===== src/rtl/mux_n_1_rr.sv =====
// Registered N:1 channel mux with valid/ready on every port.
// Selection is either a fixed external index or round-robin over valid channels.
module mux_n_1_rr #(
  parameter int N = 4,
  parameter int W = 8,
  localparam int SW = $clog2(N)
) (
  input  logic            i_clk,
  input  logic            i_rst,
  input  logic            i_mode,
  input  logic [SW-1:0]   i_sel,
  input  logic [N*W-1:0]  i_in_data,
  input  logic [N-1:0]    i_in_valid,
  output logic [N-1:0]    o_in_ready,
  output logic [W-1:0]    o_out_data,
  output logic [SW-1:0]   o_out_ch,
  output logic            o_out_valid,
  input  logic            i_out_ready,
  output logic [15:0]     o_beat_cnt
);

  logic [W-1:0]  r_out_data;
  logic [SW-1:0] r_out_ch;
  logic          r_out_valid;
  logic [SW-1:0] r_ptr;
  logic [15:0]   r_beat_cnt;

  logic [SW:0]   w_dist [N];
  logic [SW:0]   w_best_dist;
  logic          w_cand_vld;
  logic [SW-1:0] w_cand_ch;
  logic [W-1:0]  w_cand_data;
  logic          w_ld;
  logic          w_grant;
  logic          w_consume;
  logic [SW-1:0] w_ptr_nxt;

  // Distance of each channel from the round-robin pointer, modulo N.
  always_comb begin
    for (int c = 0; c < N; c++) begin
      if ((SW+1)'(c) >= {1'b0, r_ptr}) begin
        w_dist[c] = (SW+1)'(c) - {1'b0, r_ptr};
      end else begin
        w_dist[c] = (SW+1)'(c) + (SW+1)'(N) - {1'b0, r_ptr};
      end
    end
  end

  always_comb begin
    w_cand_vld  = 1'b0;
    w_cand_ch   = '0;
    w_best_dist = '1;
    if (i_mode) begin
      for (int c = 0; c < N; c++) begin
        if (i_in_valid[c] && (!w_cand_vld || (w_dist[c] < w_best_dist))) begin
          w_cand_vld  = 1'b1;
          w_cand_ch   = SW'(c);
          w_best_dist = w_dist[c];
        end
      end
    end else begin
      // Out-of-range selects never match any channel, so they never grant.
      for (int c = 0; c < N; c++) begin
        if ((i_sel == SW'(c)) && i_in_valid[c]) begin
          w_cand_vld = 1'b1;
          w_cand_ch  = SW'(c);
        end
      end
    end
  end

  always_comb begin
    w_cand_data = '0;
    for (int c = 0; c < N; c++) begin
      if (w_cand_ch == SW'(c)) begin
        w_cand_data = i_in_data[c*W +: W];
      end
    end
  end

  assign w_ld      = !r_out_valid || i_out_ready;
  assign w_grant   = w_cand_vld && w_ld && !i_rst;
  assign w_consume = r_out_valid && i_out_ready;
  assign w_ptr_nxt = (w_cand_ch == SW'(N-1)) ? '0 : w_cand_ch + 1'b1;

  always_comb begin
    o_in_ready = '0;
    for (int c = 0; c < N; c++) begin
      o_in_ready[c] = w_grant && (w_cand_ch == SW'(c));
    end
  end

  always_ff @(posedge i_clk) begin
    if (i_rst) begin
      r_out_data  <= '0;
      r_out_ch    <= '0;
      r_out_valid <= 1'b0;
      r_ptr       <= '0;
      r_beat_cnt  <= '0;
    end else begin
      if (w_consume) begin
        r_beat_cnt <= r_beat_cnt + 16'd1;
      end
      if (w_grant) begin
        r_out_data  <= w_cand_data;
        r_out_ch    <= w_cand_ch;
        r_out_valid <= 1'b1;
        r_ptr       <= w_ptr_nxt;
      end else if (w_consume) begin
        r_out_valid <= 1'b0;
      end
    end
  end

  assign o_out_data  = r_out_data;
  assign o_out_ch    = r_out_ch;
  assign o_out_valid = r_out_valid;
  assign o_beat_cnt  = r_beat_cnt;

endmodule

===== config.mk =====
export PLATFORM = sky130hd
export DESIGN_NAME = mux_n_1_rr
export DESIGN_NICKNAME = d
export VERILOG_FILES = /design/src/rtl/mux_n_1_rr.sv
export SDC_FILE = /design/constraint.sdc
export NUM_CORES = 1
export LEC_CHECK = 0
export ABC_AREA = 1
export CORE_ASPECT_RATIO = 1.5
export CORE_MARGIN = 2
export CORE_UTILIZATION = 30
export DETAILED_ROUTE_END_ITERATION = 8
export PLACE_DENSITY = 0.59
export SLEW_MARGIN = 20
export SYNTH_ARGS = -nofsm -noshare
export SYNTH_HDL_FRONTEND = slang
export SYNTH_SLANG_ARGS = --single-unit

===== constraint.sdc =====
create_clock -name i_clk -period 10.5 [get_ports i_clk]
set_input_delay 2.1 -clock i_clk [delete_from_list [all_inputs] [get_ports i_clk]]
set_output_delay 2.1 -clock i_clk [all_outputs]
set_load 0.05 [all_outputs]

== Word level (Yosys, flattened, before mapping) ==
Cells that the tools add are included.

* Word-level logic and storage cells: 87
* Register bits after elaboration: 29
* Output and inout bits: 31

* Mux-type cells: 35
* Reduce and logical (&&, ||, !) cells: 26
* Eq/ne operators: 6
* $add $sub $neg: 9
* Magnitude comparators: 6

{| class="wikitable"
|+ Operators with widths
! cell !! count
|-
| $mux 8 || 4
|-
| $mux 3 || 9
|-
| $add 16x1->16 const B || 1
|-
| $mux 1 || 16
|-
| $logic_and 1x1->1 || 14
|-
| $mux 2 || 6
|-
| $lt 3x3->1 || 3
|-
| $sub 3x2->3 const A || 3
|-
| $eq 2x2->1 const B || 4
|-
| $sub 1x2->3 const A || 2
|-
| $sub 2x2->3 const A || 2
|-
| $logic_not 1->1 || 5
|-
| $eq 2x1->1 const B || 2
|-
| $ge 1x2->1 const A || 2
|-
| $logic_not 2->1 || 2
|-
| $logic_or 1x1->1 || 4
|-
| $add 2x1->2 const B || 1
|-
| $ge 2x2->1 const A || 1
|-
| $reduce_bool 2->1 || 1
|}

== Logic depth before layout (Yosys ltp) ==
* Word-level depth: 24
* Depth in mapped cells: 34

== Least setup slack after synthesis ==
No wires, ideal clock.

* Kind: input to output
* From: in i_in_valid[0]
* To: out o_in_ready[1]
* Buffers on the path: 1
* Arrival: 5603 ps
* Cell stages on the path: 25
* Slack: 2797 ps
* Cells stage by stage: ha_1 -> nand2_1 -> nand2_1 -> a21oi_1 -> nand2_1 -> o21ai_0 -> ha_1 -> nand2_1 -> inv_1 -> nand2_1 -> nand2_1 -> nand2_1 -> nand2_1 -> nand2_1 -> o21ai_0 -> ha_1 -> nand3_1 -> nand3_1 -> nand2_1 -> nand2_1 -> inv_1 -> ha_1 -> clkbuf_1 -> clkinv_1 -> nor2_1

* Elaborated cells on any way between the ends: 39

{| class="wikitable"
|+ RTL lines
! item !! RTL line !! text
|-
| start, declared || 13 || <nowiki>input logic [N-1:0] i_in_valid,</nowiki>
|-
| $mux 3 or $mux 1 (tied branches) || 55 || <nowiki>if (i_in_valid[c] && (!w_cand_vld || (w_dist[c] < w_best_dist))) begin</nowiki>
|-
| $mux 3 or $mux 1 (tied branches) || 53 || <nowiki>if (i_mode) begin</nowiki>
|-
| $lt 3x3->1 or $logic_not 1->1 (tied branches) || 55 ||
|-
| $logic_or 1x1->1 || 55 ||
|-
| $logic_and 1x1->1 || 55 ||
|-
| $mux 3 or $mux 1 (tied branches) || 55 ||
|-
| $mux 3 or $mux 1 (tied branches) || 53 ||
|-
| $lt 3x3->1 or $logic_not 1->1 (tied branches) || 55 ||
|-
| (+4 left out) || n/a ||
|-
| $lt 3x3->1 or $logic_not 1->1 (tied branches) || 55 ||
|-
| $logic_or 1x1->1 || 55 ||
|-
| $logic_and 1x1->1 || 55 ||
|-
| $mux 2 * || 55 ||
|-
| $mux 2 * || 53 ||
|-
| net w_cand_ch[0] || 31 || <nowiki>logic [SW-1:0] w_cand_ch;</nowiki>
|-
| $eq 2x1->1 * || 89 || <nowiki>o_in_ready[c] = w_grant && (w_cand_ch == SW'(c));</nowiki>
|-
| $logic_and 1x1->1 * || 89 ||
|-
| end, declared || 14 || <nowiki>output logic [N-1:0] o_in_ready,</nowiki>
|}

The timed path passes the listed nets; every way through them passes the cells marked *. The select of a mux whose other input is x is not followed.

== Worst setup path in the final report ==
Same ends and word-level chain as after synthesis.

==> results.ini <==
[outcome]
status=finished clean

[synthesis]
synthCells=270
ys_top_cells_by_area=dfxtp_1 (32%), nand2_1 (12%), ha_1 (8.3%), nand3_1 (8.0%), a21oi_1 (7.5%)
ys.warnings.count=0
syn_nets=324
synth_seq_cells=29
synth_area_um2=1810
synth_cell_type_count=26
synth-edff-count=0
synth_commonest_cells=nand2_1 (60), dfxtp_1 (29), nand3_1 (29), inv_1 (28), a21oi_1 (27)
avgSynthCellArea_um2=6.71
yosysTopAreaCellShare=0.320
synth_most_common_cell=nand2_1
async_reset_ff_frac=0
yosysTopAreaCell=dfxtp_1
synth_top_flop_cell=dfxtp_1
seq_area_frac_synth=0.320

[cts]
postCtsSetupBuffers=0
htreeDepth=2
path_clk_slew_ns=0.06
cts-root-buf=clkbuf_8
cts_tree=yes
numCtsBuffers=5
cts_hold_buf=0
clock_path_buffers=2
clock_latency_ns=0.28
cts.sinks=29
cts_resized=0

[power]
vdd_drop_max_uv=83.2
powerDensity_nw_per_um2=139
leakage_nw=1.12

[hold_path]
hold_start=o_beat_cnt[15]
holdPathEnd=o_beat_cnt[15]
hold-path-cell-count=1
min_path_type=reg -> reg

[drt]
drt-total-wl_um=4970
antenna_left=0
num_vias=1913
first_pass_iters=4
wl_per_cell_um=12.0
via_per_inst=4.62
drc_errors=0
drt_iter0_drc=86

[place]
port_buffers=72
gp_congestion=0.778
dp.cells=406
hpwl_um=3830

[die]
coreArea_um2=5830
initial_utilization=0.311
die_y_um=99.2
rows=34
pin_count=73
die_w_um=67.5
fp.dieArea_um2=6690

[sta]
slew_headroom=0.488
rsz0062_at_grt=no
skew_ns=0.00960
fmax_mhz=112
post-route-period-util=0.847
finalHoldViolations=0
worst_pin_slew_ns=0.767
setup_viol=0
whs_ns=0.466
fin_setup_tns_ns=0
min_period_ns=8.89
slew_violations=0

[setup_path]
end_kind=output port
r2r-end=o_out_data[3]
startpoint_type=primary input
required_ns=8.40
worstSetupPathType=in -> out
crit_slowest_cell=clkdlybuf4s50_1
crit_top_cell=nand2_1
ff2ff_path_depth=32
crit_family=buffers and inverters
crit_path_max_fanout=9
path_buf_inv=5
r2r_slack_ns=5.84
slowest_delay_ns=0.82
r2r_start=r_ptr[1]
worstPathArrival_ns=6.79

[grt]
grt_pass1_vias=1728
antenna_found_initial=0
grt_pass1_wl_um=7820
overflow=0
track_usage=0.150
grt_max_degree=27

[flow_run]
cap_violations=0

[finish]
final_util=0.465
layout-drive-gt1-share=0.0760
n_antenna_cell=0
fill_cells=617
area_growth_pct=49.5
final_cells=414
nets=395

## power by group
part           switching [mW]  total, mW  internal (mW)
Combinational          0.0822      0.133         0.0508
Sequential            0.00560      0.125          0.119
Clock                  0.0427      0.120         0.0773
## worst max-delay path by stage
stage	from	to	slack, ns	depth (start not counted)
2_1_floorplan	i_in_valid[0]	o_in_ready[1]	2.80	25
3_3_place_gp	i_in_valid[0]	o_in_ready[1]	1.82	26
3_5_place_dp	i_in_valid[0]	o_in_ready[1]	1.68	25
4_1_cts	i_in_valid[0]	o_in_ready[1]	1.64	25
5_1_grt	i_in_valid[0]	o_in_ready[1]	1.13	25
6_report	i_in_valid[0]	o_in_ready[1]	1.61	25
## kinds of logic after synthesis
kind of cell               count (synthesis)  share of synthesized area
DFF                                       29                      0.320
adders and majority gates                 12                     0.0829
buffers and inverters                     43                     0.0919
AOI/OAI and AO/OA                         66                      0.187
and+or+nand+nor                          120                      0.318
## metrics by stage
stage                     instance area [um2]  worst slack [ns]  power [mW]
after floorplan                          1810              2.80       0.212
after global placement                   2590              1.82       0.260
after detailed placement                 2590              1.68       0.261
after CTS                                2710              1.64       0.383
after global routing                     2710              1.13       0.402
final                                    2710              1.61       0.378
## flip-flops by register name (all words and copies together), names as in the netlist
register and flops:
r_ptr 2, o_out_ch 2, o_beat_cnt 16, o_out_valid 1
o_out_data 8
## cell usage in the layout, fill, tap and decap left out, types with 5 or more instances in the layout
cell / n
clkdlybuf4s50_1: 72
nand2_1: 60
nor2_1: 13
nand3_1: 29
a21oi_1: 27
clkbuf_8: 6
inv_1: 28
dfxtp_1: 29
inv_2: 5
ha_1: 12
o21ai_0: 24
o21ai_1: 11
## cell type report
cell class	instances	area [um2]	share of cell area
multi-input combinational	198	1060	0.393
timing repair buffer	72	721	0.266
sequential	29	581	0.214
tap	72	90.1	0.0333
clock inverter	1	30.0	0.0111
clock buffer	7	86.3	0.0319
inverter	35	136	0.0503
## layer usage
metal  up-vias  track usage  wire length [um]
met3         5       0.0328               240
li1       1033            -                 -
met4         0       0.0471                69
met5         -            0                 0
met1       833        0.179              2170
met2        42        0.260              2490
Power figures use the tool's default switching activity.
